<file path="config.mk">
export PLATFORM = sky130hd
export DESIGN_NAME = vga_timing_640_480_flat
export DESIGN_NICKNAME = d
export VERILOG_FILES = /design/src/rtl/vga_timing_640_480_if.sv /design/src/rtl/vga_timing_640_480.sv /design/src/flat_wrapper.sv
export SDC_FILE = /design/constraint.sdc
export NUM_CORES = 1
export LEC_CHECK = 0
export CAP_MARGIN = 20
export CORE_UTILIZATION = 50
export DETAILED_ROUTE_END_ITERATION = 16
export MAX_ROUTING_LAYER = met4
export PLACE_DENSITY = 0.7
export SYNTH_ARGS = -nofsm -noshare
export SYNTH_HDL_FRONTEND = slang
export SYNTH_SLANG_ARGS = --single-unit
</file>
<file path="constraint.sdc">
create_clock -name clk -period 3.2 [get_ports clk]
set_input_delay 0.48 -clock clk [delete_from_list [all_inputs] [get_ports clk]]
set_output_delay 0.48 -clock clk [all_outputs]
set_load 0.05 [all_outputs]
</file>
<file path="src/rtl/vga_timing_640_480_if.sv">
// vga_timing_640_480_if: pixel-address and sync bundle driven by the raster timing generator
interface vga_timing_640_480_if;
  logic [9:0] o_hidx;
  logic [8:0] o_vidx;
  logic       o_haddr_enb;
  logic       o_vaddr_enb;
  logic       o_hsync;
  logic       o_vsync;
  logic       o_frame_en;
  modport master (output o_hidx, o_vidx, o_haddr_enb, o_vaddr_enb, o_hsync, o_vsync, o_frame_en);
  modport slave  (input  o_hidx, o_vidx, o_haddr_enb, o_vaddr_enb, o_hsync, o_vsync, o_frame_en);
endinterface

</file>
<file path="src/rtl/vga_timing_640_480.sv">
// vga_timing_640_480: chained horizontal/vertical raster FSMs producing registered pixel addresses and syncs
module vga_timing_640_480 #(
  parameter int H_ACTIVE = 640,
  parameter int H_FP     = 16,
  parameter int H_SYNC   = 96,
  parameter int H_BP     = 48,
  parameter int V_ACTIVE = 480,
  parameter int V_FP     = 10,
  parameter int V_SYNC   = 2,
  parameter int V_BP     = 33,
  parameter bit SYNC_POL = 1'b0
) (
  input  logic                        clk,
  input  logic                        i_arst,
  input  logic                        i_sclr,
  input  logic                        i_px_clk,
  vga_timing_640_480_if.master        vga
);
  typedef enum logic [1:0] {ACT, FP, SYNC, BP} state_t;
  state_t      hstate, hstate_n, vstate, vstate_n;
  logic [10:0] hcnt, hcnt_n, vcnt, vcnt_n;
  logic [9:0]  hpix, hpix_n, hidx_n;
  logic [8:0]  vpix, vpix_n, vidx_n;
  logic        hlast, vlast, line_end, frame_last;
  logic        haddr_n, vaddr_n, hsync_n, vsync_n, frame_n;
  // State registers hold the next position; outputs are the decode of the position one tick behind.
  always_comb begin
    hlast      = hcnt == (hstate == ACT ? 11'(H_ACTIVE - 1) : hstate == FP ? 11'(H_FP - 1) :
                          hstate == SYNC ? 11'(H_SYNC - 1) : 11'(H_BP - 1));
    vlast      = vcnt == (vstate == ACT ? 11'(V_ACTIVE - 1) : vstate == FP ? 11'(V_FP - 1) :
                          vstate == SYNC ? 11'(V_SYNC - 1) : 11'(V_BP - 1));
    line_end   = hstate == BP && hlast;
    frame_last = line_end && vstate == BP && vlast;
    hstate_n   = i_sclr ? ACT : hlast ? (hstate == BP ? ACT : state_t'(hstate + 2'd1)) : hstate;
    hcnt_n     = i_sclr || hlast ? '0 : hcnt + 11'd1;
    hpix_n     = i_sclr || line_end ? '0 : hstate == ACT ? hpix + 10'd1 : hpix;
    vstate_n   = i_sclr ? ACT : line_end && vlast ? (vstate == BP ? ACT : state_t'(vstate + 2'd1)) : vstate;
    vcnt_n     = i_sclr ? '0 : line_end ? (vlast ? '0 : vcnt + 11'd1) : vcnt;
    vpix_n     = i_sclr || frame_last ? '0 : line_end && vstate == ACT ? vpix + 9'd1 : vpix;
    hidx_n     = i_sclr || hstate != ACT ? '0 : hpix;
    vidx_n     = i_sclr || vstate != ACT ? '0 : vpix;
    haddr_n    = !i_sclr && hstate == ACT;
    vaddr_n    = !i_sclr && vstate == ACT;
    hsync_n    = !i_sclr && hstate == SYNC ? SYNC_POL : ~SYNC_POL;
    vsync_n    = !i_sclr && vstate == SYNC ? SYNC_POL : ~SYNC_POL;
    frame_n    = !i_sclr && i_px_clk && frame_last;
  end
  // frame_en reloads every clk so the pulse is one clk wide even with slow ticks.
  always_ff @(posedge clk or posedge i_arst) begin
    if (i_arst) begin
      hstate          <= ACT;
      vstate          <= ACT;
      hcnt            <= '0;
      vcnt            <= '0;
      hpix            <= '0;
      vpix            <= '0;
      vga.o_hidx      <= '0;
      vga.o_vidx      <= '0;
      vga.o_haddr_enb <= 1'b0;
      vga.o_vaddr_enb <= 1'b0;
      vga.o_hsync     <= ~SYNC_POL;
      vga.o_vsync     <= ~SYNC_POL;
      vga.o_frame_en  <= 1'b0;
    end else begin
      vga.o_frame_en <= frame_n;
      if (i_sclr || i_px_clk) begin
        hstate          <= hstate_n;
        vstate          <= vstate_n;
        hcnt            <= hcnt_n;
        vcnt            <= vcnt_n;
        hpix            <= hpix_n;
        vpix            <= vpix_n;
        vga.o_hidx      <= hidx_n;
        vga.o_vidx      <= vidx_n;
        vga.o_haddr_enb <= haddr_n;
        vga.o_vaddr_enb <= vaddr_n;
        vga.o_hsync     <= hsync_n;
        vga.o_vsync     <= vsync_n;
      end
    end
  end
endmodule

</file>
<file path="src/flat_wrapper.sv">
// flat-port wrapper written by rule: the top's interface ports become plain ports
module vga_timing_640_480_flat 
#(
  parameter int H_ACTIVE = 640,
  parameter int H_FP     = 16,
  parameter int H_SYNC   = 96,
  parameter int H_BP     = 48,
  parameter int V_ACTIVE = 480,
  parameter int V_FP     = 10,
  parameter int V_SYNC   = 2,
  parameter int V_BP     = 33,
  parameter bit SYNC_POL = 1'b0
)
  (clk, i_arst, i_sclr, i_px_clk, vga_o_hidx, vga_o_vidx, vga_o_haddr_enb, vga_o_vaddr_enb, vga_o_hsync, vga_o_vsync, vga_o_frame_en);
  vga_timing_640_480_if vga_i ();
  input  logic clk;
  input  logic i_arst;
  input  logic i_sclr;
  input  logic i_px_clk;
  output wire logic [$bits(vga_i.o_hidx)-1:0] vga_o_hidx;
  output wire logic [$bits(vga_i.o_vidx)-1:0] vga_o_vidx;
  output wire logic [$bits(vga_i.o_haddr_enb)-1:0] vga_o_haddr_enb;
  output wire logic [$bits(vga_i.o_vaddr_enb)-1:0] vga_o_vaddr_enb;
  output wire logic [$bits(vga_i.o_hsync)-1:0] vga_o_hsync;
  output wire logic [$bits(vga_i.o_vsync)-1:0] vga_o_vsync;
  output wire logic [$bits(vga_i.o_frame_en)-1:0] vga_o_frame_en;
  assign vga_o_hidx = vga_i.o_hidx;
  assign vga_o_vidx = vga_i.o_vidx;
  assign vga_o_haddr_enb = vga_i.o_haddr_enb;
  assign vga_o_vaddr_enb = vga_i.o_vaddr_enb;
  assign vga_o_hsync = vga_i.o_hsync;
  assign vga_o_vsync = vga_i.o_vsync;
  assign vga_o_frame_en = vga_i.o_frame_en;
  vga_timing_640_480 #(.H_ACTIVE(H_ACTIVE), .H_FP(H_FP), .H_SYNC(H_SYNC), .H_BP(H_BP), .V_ACTIVE(V_ACTIVE), .V_FP(V_FP), .V_SYNC(V_SYNC), .V_BP(V_BP), .SYNC_POL(SYNC_POL)) u_core (.clk(clk), .i_arst(i_arst), .i_sclr(i_sclr), .i_px_clk(i_px_clk), .vga(vga_i));
endmodule
</file>
; Word level (Yosys, flattened, before mapping)
; Cells that the tools add are included.
[word_totals]
register_bits = 69
latch_bits = 0
ramBits = 0
mem_bits_ro = 0
inputBits = 4
mem_count = 0
[classes]
add_sub_neg = 6
mul = 0
div = 0
order_cmp = 0
n_eq_ne = 8
n_shift = 0
n_mux = 24
n_bitwise = 0
reduce_logical = 32
[op_table]
columns = cell, n
row1 = 2-to-1 mux 11 bit, 8
row2 = 2-to-1 mux 10 bit, 3
row3 = 2-to-1 mux 9 bit, 3
row4 = adder 11 x 1 -> 11 bit (second input constant), 2
row5 = == test 11 bit, 2
row6 = nonzero test 2 bit, 7
row7 = 2-to-1 mux 2 bit, 6
row8 = logical AND 1 bit, 11
row9 = adder 10 x 1 -> 10 bit (second input constant), 1
row10 = AND reduction 2 bit, 5
row11 = adder 9 x 1 -> 9 bit (second input constant), 1
row12 = == test 2 bit (second input constant), 4
row13 = 2-to-1 mux 7 bit, 1
row14 = logical OR 1 bit, 6
row15 = 2-to-1 mux 6 bit, 1
row16 = adder 2 x 1 -> 2 bit (second input constant), 2
row17 = == test 2 x 1 -> 1 bit (second input constant), 2
row18 = logical NOT 2 bit, 2
row19 = 2-to-1 mux 1 bit, 2
row20 = logical NOT 1 bit, 1

; Logic depth before layout (Yosys ltp)
; Gate-level depths: netlist of the first run.
[depth]
depth_word = 11
depth_mapped = 9
mapped_depth_nobuf = 7

; Worst setup path before layout of the first run
; OpenSTA, ideal clock, no wires.
[synth_timing]
path_kind = register to register
start = reg u_core.vstate[0]
end = reg u_core.vpix[6]
setup_time_ns = 0.124
t_arrival_ns = 2.085
setup_slack_ns = 0.991
path_stages_with_launch = 9
path_buffers = 1
period_less_slack_ns = 2.209
path_cell_list = dfrtp_1 inv_1 ha_1 nand4_1 o2bb2a_1 or3_1 buf_2 o2111a_1 a211o_1
[synth_via]
elab_chain_len = 9
elab_cells_between_ends = 15
cone_classes = 4 x eq/ne / 4 x mux / 7 x reduce/logical
[synth_rtl]
columns = item, line
row1 = "start, declared", vga_timing_640_480.sv:20  ; state_t hstate, hstate_n, vstate, vstate_n;
row2 = "start signal, assigned", vga_timing_640_480.sv:68  ; vstate <= vstate_n;
row3 = == test 2 bit, vga_timing_640_480.sv:31  ; vstate == SYNC ? 11'(V_SYNC - 1) : 11'(V_BP - 1));
row4 = 2-to-1 mux 6 bit, vga_timing_640_480.sv:31
row5 = 2-to-1 mux 11 bit (2 in series), vga_timing_640_480.sv:30  ; vlast = vcnt == (vstate == ACT ? 11'(V_ACTIVE - 1) : vstate == FP ? 11'(V_FP - 1) :
row6 = == test 11 bit, vga_timing_640_480.sv:30
row7 = logical AND 1 bit, vga_timing_640_480.sv:33  ; frame_last = line_end && vstate == BP && vlast;
row8 = logical OR 1 bit, vga_timing_640_480.sv:39  ; vpix_n = i_sclr || frame_last ? '0 : line_end && vstate == ACT ? vpix + 9'd1 : vpix;
row9 = nonzero test 2 bit (no source line), --
row10 = AND reduction 2 bit (no source line), --
row11 = "end signal, assigned", vga_timing_640_480.sv:72  ; vpix <= vpix_n;
row12 = "end, declared", vga_timing_640_480.sv:23  ; logic [8:0] vpix, vpix_n, vidx_n;
; Several ways; a longest one is shown, not always the timed one.
; A chain may end at the register's enable or synchronous reset.

; Worst setup path after layout of the first run
[layout_timing]
start = reg u_core.vstate[1]
end = reg u_core.vpix[1]
; The elaborated chain is that of the path after synthesis.

==> run summary, run 1 <==
outcome: completed
Hold Path Class: in2async
vias per cell: 5.780
first-pass GRT wire length: 13990 um
clk_skew: 0.01618 ns
RSZ-0062 raised after global routing: false
Max FO, Critical Path: 10
I/O pin total: 28
startpoint class of the critical path: flip-flop
fill count: 634
Slew @ Worst Pin: 0.8110 ns
Vias: 3133
DP HPWL: 5671 um
share of cells above drive strength 1: 9.481%
Die Area: 7853 um^2
Final WS setup: 0.6588 ns
setup TNS: 0 ns
Synth Cell Area: 3751 um^2
Worst Path Arrival: 2.78 ns
Core Footprint: 7253 um^2
Placement Cell Area: 4125 um^2
Tmin final: 2.541 ns
1st-pass router iterations: 4
top_reg_cell synth: dfrtp_1
buffer count from post-CTS setup fixing: 0
Reg area: 1729 um^2
Routed WL: 8421 um
Seq/Total Area, Yosys: 46.10%
final setup fails: 0
Setup WS pre-CTS: 0.5841 ns
count of different cell masters after synthesis: 58
detailed router's first-iteration violation count: 184
vias in the first global route: 2882
number of nets in the layout: 452
CP Capture Type: flip-flop
period utilization: 79.41%
per-cell routed wire length: 15.54 um
row count: 31
peak supply drop: 362.3 uV
CP Data Required Time: 3.44 ns
ANT cells: 0
Max-Cap Viols: 0
Die W: 88.62 um
Pleak: 1.847 nW
commonest non-fill, non-tap cell in the layout: dfrtp_1
hold_buf cts: 0
Rel. slew slack: 45.47%
Post-synth EDFFs: 0
fin. max-slew vios: 0
# clock sinks: 69
synthesized instance count: 414
Antenna Violating Nets Remaining: 0
total clock buffers created by CTS: 9
largest net degree at the start of global routing: 35
worst hold margin: 0.4207 ns
multi-input logic area: 1874 um^2
Post-synth ARST share: 100.0%
critical path type: reg2reg
DRC viols: 0
routability cong.: 0.8314
GRT Total Usage: 24.17%
area grow syn2layout: 17.14%
grt total ovfl: 0
synthesized net count: 428
PortBufs: 27
Synth Register Bits: 69
CTS tree: built
final hold vios: 0
Worst-Skew Late Latency: 0.36 ns
post-CTS resize count: 0
Root Driver: clkbuf_8
Synth Warn #: 0
fin area: 4394 um^2
CTS H-tree lvls: 3
starting density of the core: 51.72%
PwrDens: 466.9 nW/um^2
most frequent cells in the layout: 67 x dfrtp_1, 59 x nand2_1, 38 x nand3_1
antenna violations before repair: 0
Longest Clk Path Bufs: 2
Synth Area per Inst: 9.061 um^2
Fmax: 0.3935 GHz
die height: 88.62 um
CTS clk-pin slew, worst paths: 0.09 ns
-- cells in the mapped netlist, types with 3 or more instances --
cell type  count  share of area (%)
a211o_1        4               0.93
a21o_1         3               0.60
a21oi_1       26                3.5
a31oi_1        4               0.67
and3_1         3               0.50
and4_1         4               0.93
buf_2          4               0.53
clkbuf_1      17                1.7
dfrtp_1       67                 45
ha_1          10                3.3
inv_1         11                1.1
mux2_2         3               0.90
mux2i_1        4                1.1
nand2_1       59                5.9
nand2b_1       3               0.50
nand3_1       38                5.1
nand3b_1       4               0.80
nand4_1       12                2.0
nor2_1        31                3.1
nor3_1         7               0.93
nor3b_1        3               0.60
nor4_1         8                1.3
o211ai_1       3               0.60
o21ai_0       12                1.6
o2bb2a_1       3               0.80
o31ai_1        5                1.0
or3_1          7                1.2
or4_1          4               0.80
xnor2_1        6                1.4
xor2_1        11                2.6
-- layer usage --
layer,wire (um),up-vias,global-route usage [%]
met1,4052,1514,33.17
met2,3861,75,36.01
met3,431,9,4.757
li1,-,1535,-
met4,76,0,7.771
met5,0,-,-
-- critical path, stage by stage (launching register included) --
cell and delay [ns]:
dfrtp_1 0.45, inv_1 0.08, ha_1 0.23, nor2_1 0.07
o2bb2a_1 0.30, nor3_2 0.06, buf_4 0.16, o31ai_1 0.67
mux2_2 0.41
-- stage by stage --
| step | total power, mW | utilization [%] | std cells |
|---|---|---|---|
| after floorplan | 1.057 | - | 414 |
| after global placement | 1.102 | 56.87 | 526 |
| after detailed placement | 1.104 | 56.87 | 526 |
| after CTS | 2.069 | 60.58 | 542 |
| after global routing | 2.121 | 60.58 | 542 |
| final | 2.052 | 60.58 | 542 |
-- cell type report --
type                            instances  area share (%)
Tap cell                               99           2.819
Timing Repair Buffer                   37           8.030
Clock buffer                            9           2.819
Clock inverter                          7           3.303
Inverter                               12           1.025
Multi-Input combinational cell        309           42.65
Sequential cell                        69           39.35
-- cells by family (layout without fill, tap and decap cells) --
kind of cell	Yosys count	after routing	share of synthesized area, %
simple gates	196	196	26.52
compound gates	79	79	14.18
flops	69	69	46.10
buf+inv	36	65	3.936
xor+xnor	17	17	3.969
fa+ha+maj	10	10	3.336
mux	7	7	1.968
-- state kept, by name, summed over array words and instances (netlist names) --
signal / count
u_core.hcnt: 11
u_core.hpix: 10
u_core.hstate: 2
u_core.vcnt: 11
u_core.vga.o_frame_en: 1
u_core.vga.o_haddr_enb: 1
u_core.vga.o_hidx: 10
u_core.vga.o_hsync: 1
u_core.vga.o_vaddr_enb: 1
u_core.vga.o_vidx: 9
u_core.vga.o_vsync: 1
u_core.vpix: 9
u_core.vstate: 2
-- worst paths after layout --
path                            slack [ns]                          from  depth (start not counted)                             end
worst max register to register        0.66  u_core.vstate[1]$_DFFE_PP0P_                          8      u_core.vpix[1]$_DFFE_PP0P_
max in group asynchronous             2.09                        i_arst                          3  u_core.vga.o_hsync$_DFFE_PP1N_
worst max-delay path                  0.66  u_core.vstate[1]$_DFFE_PP0P_                          8      u_core.vpix[1]$_DFFE_PP0P_
worst min-delay path                  0.42                        i_arst                          2      u_core.hpix[6]$_DFFE_PP0P_
worst min register to register        0.49   u_core.vcnt[10]$_DFFE_PP0P_                          1     u_core.vcnt[10]$_DFFE_PP0P_
min in group clk                      0.49   u_core.vcnt[10]$_DFFE_PP0P_                          1     u_core.vcnt[10]$_DFFE_PP0P_
-- power breakdown --
group          internal, mW  switching [mW]
combinational        0.0549           0.102
clock                 0.600           0.364
sequential            0.895          0.0356
total                  1.55           0.501
(Power assumes the default switching activity.)
==> run 2: changes to the inputs <==
clock period = 2.4 ns   (was 3.2 ns; I/O delays follow)
==> run 2 against run 1 <==
Largest cell class unchanged; largest power group is now sequential cells; sequential share of layout area fell by 0.85 points; critical path type unchanged; setup slack lost 0.56 ns; first-iteration DRC count rose by 6.5%.
==> run summary, run 2 (synthesis gave the netlist of run 1 again) <==
Longest Clk Path Bufs: 2 (unchanged)
GRT Total Usage: 25.20% (+1.0 points)
period utilization: 96.06% (+17 points)
critical path type: reg2reg
Antenna Violating Nets Remaining: 0 (unchanged)
Routed WL: 8773 um (+4.2%)
Fmax: 0.4338 GHz (+10%)
first-pass GRT wire length: 14520 um (+3.8%)
final hold vios: 0 (unchanged)
row count: 31 (unchanged)
area grow syn2layout: 19.81%
I/O pin total: 28 (unchanged)
Vias: 3275 (+4.5%)
1st-pass router iterations: 4 (unchanged)
# clock sinks: 69 (unchanged)
fin area: 4494 um^2 (+2.3%)
PortBufs: 27 (unchanged)
commonest non-fill, non-tap cell in the layout: dfrtp_1
antenna violations before repair: 0 (unchanged)
Die W: 88.62 um (unchanged)
outcome: completed
Setup WS pre-CTS: 0.01974 ns (-0.5644 ns)
CTS H-tree lvls: 3 (unchanged)
DRC viols: 0 (unchanged)
total chip power: 2.536 mW (+24%)
Hold Path Class: in2async
CP Data Required Time: 2.64 ns (-0.80 ns)
startpoint class of the critical path: flip-flop
detailed router's first-iteration violation count: 196 (+6.5%)
Max-Cap Viols: 0 (unchanged)
Tmin final: 2.305 ns (-0.2358 ns)
CTS tree: built
largest net degree at the start of global routing: 47 (+34%)
Regs by FF count: u_core.hcnt x11, u_core.vcnt x11
Die Area: 7853 um^2 (unchanged)
Max FO, Critical Path: 8 (-2)
per-cell routed wire length: 15.84 um (+1.9%)
number of nets in the layout: 464 (+2.7%)
CTS clk-pin slew, worst paths: 0.08 ns (about the same)
Pleak: 1.895 nW (+2.6%)
share of cells above drive strength 1: 13.41% (+3.9 points)
grt total ovfl: 0 (unchanged)
Final WS setup: 0.09458 ns (-0.5642 ns)
PwrDens: 564.3 nW/um^2 (+21%)
Placement Cell Area: 4228 um^2 (+2.5%)
vias per cell: 5.912 (+2.3%)
peak supply drop: 313.3 uV (-14%)
Worst-Skew Late Latency: 0.35 ns (about the same)
clk_skew: 0.008661 ns (-0.007517 ns)
total clock buffers created by CTS: 9 (unchanged)
CP Capture Type: flip-flop
Slew @ Worst Pin: 0.5489 ns (-0.2621 ns)
Worst Path Arrival: 2.55 ns (-0.23 ns)
starting density of the core: 51.72% (unchanged)
ANT cells: 0 (unchanged)
Rel. slew slack: 63.18% (+18 points)
final setup fails: 0 (unchanged)
routability cong.: 0.9094 (+9.4%)
DP HPWL: 6013 um (+6.0%)
die height: 88.62 um (unchanged)
Root Driver: clkbuf_8
Core Footprint: 7253 um^2 (unchanged)
most frequent cells in the layout: 66 x dfrtp_1, 59 x nand2_1, 37 x nand3_1
fin. max-slew vios: 0 (unchanged)
vias in the first global route: 3016 (+4.6%)
## run 2: cell count changes in the layout (fill, tap and decap cells not counted), moves of 2 or more
cell	delta
buf_4	+11
bufinv_16	-2
clkinv_2	+2
or3_1	-2
or3_4	+2
## run 2: per-layer routing
layer  wire [um]  vias up  track usage (%)
met3         504       13            6.157
met5           0        -                -
met1        4109     1593            33.57
li1            -     1570                -
met2        4021       99            37.69
met4         138        0            8.504
## run 2: timing repair
item,4_1_cts,5_1_grt
setup endpoints to repair,1,16
gates resized for setup,1,8
pin swaps,0,1
buffers inserted,0,0
hold buffers,0,0
## run 2: worst paths after layout
path	startpoint	endpoint	slack (ns)	cells after the start
max in group asynchronous	i_arst	u_core.vga.o_hsync$_DFFE_PP1N_	1.70	3
hold / removal	i_arst	u_core.vga.o_hidx[0]$_DFFE_PP0N_	0.38	3
hold reg to reg	u_core.vcnt[10]$_DFFE_PP0P_	u_core.vcnt[10]$_DFFE_PP0P_	0.49	1
min in group clk	i_sclr	u_core.vga.o_frame_en$_DFF_PP0_	0.43	2
setup reg to reg	u_core.vstate[1]$_DFFE_PP0P_	u_core.vpix[6]$_DFFE_PP0P_	0.09	7
setup / recovery	u_core.vstate[1]$_DFFE_PP0P_	u_core.vpix[6]$_DFFE_PP0P_	0.09	7
## run 2: where the power goes
group          total, mW  leakage (nW)  switching, mW  internal [mW]
logic              0.240         0.840          0.154         0.0864
registers           1.23         0.943         0.0397           1.19
clock network       1.06         0.112          0.452          0.611
## run 2: metrics by stage
step                      cells  util, %  setup TNS [ns]  hold slack (ns)
final                       554    61.96               0           0.3793
after global routing        554    61.96        -0.01088           0.3741
after CTS                   554    61.45               0           0.3779
after detailed placement    538    58.29               0           0.4905
after global placement      538    58.29               0           0.4708
after floorplan             414        -               0           0.4439
## run 2: worst max-delay path: stages, from the launching register on
cell and delay [ns]:
dfrtp_1 0.44, inv_1 0.08, ha_1 0.23, nor2b_1 0.12
or3_1 0.42, or3_4 0.40, o2111a_1 0.26, a211o_1 0.26
## run 2: layout make-up
cell class              count  area (um^2)
fillers                   648         2759
multi-input cells         309         1916
flip-flops and latches     69         1730
repair buffers             49        455.4
clock buffers              10        137.6
well taps                  99        123.9
clock inverters             6        86.33
inverters                  12        45.04
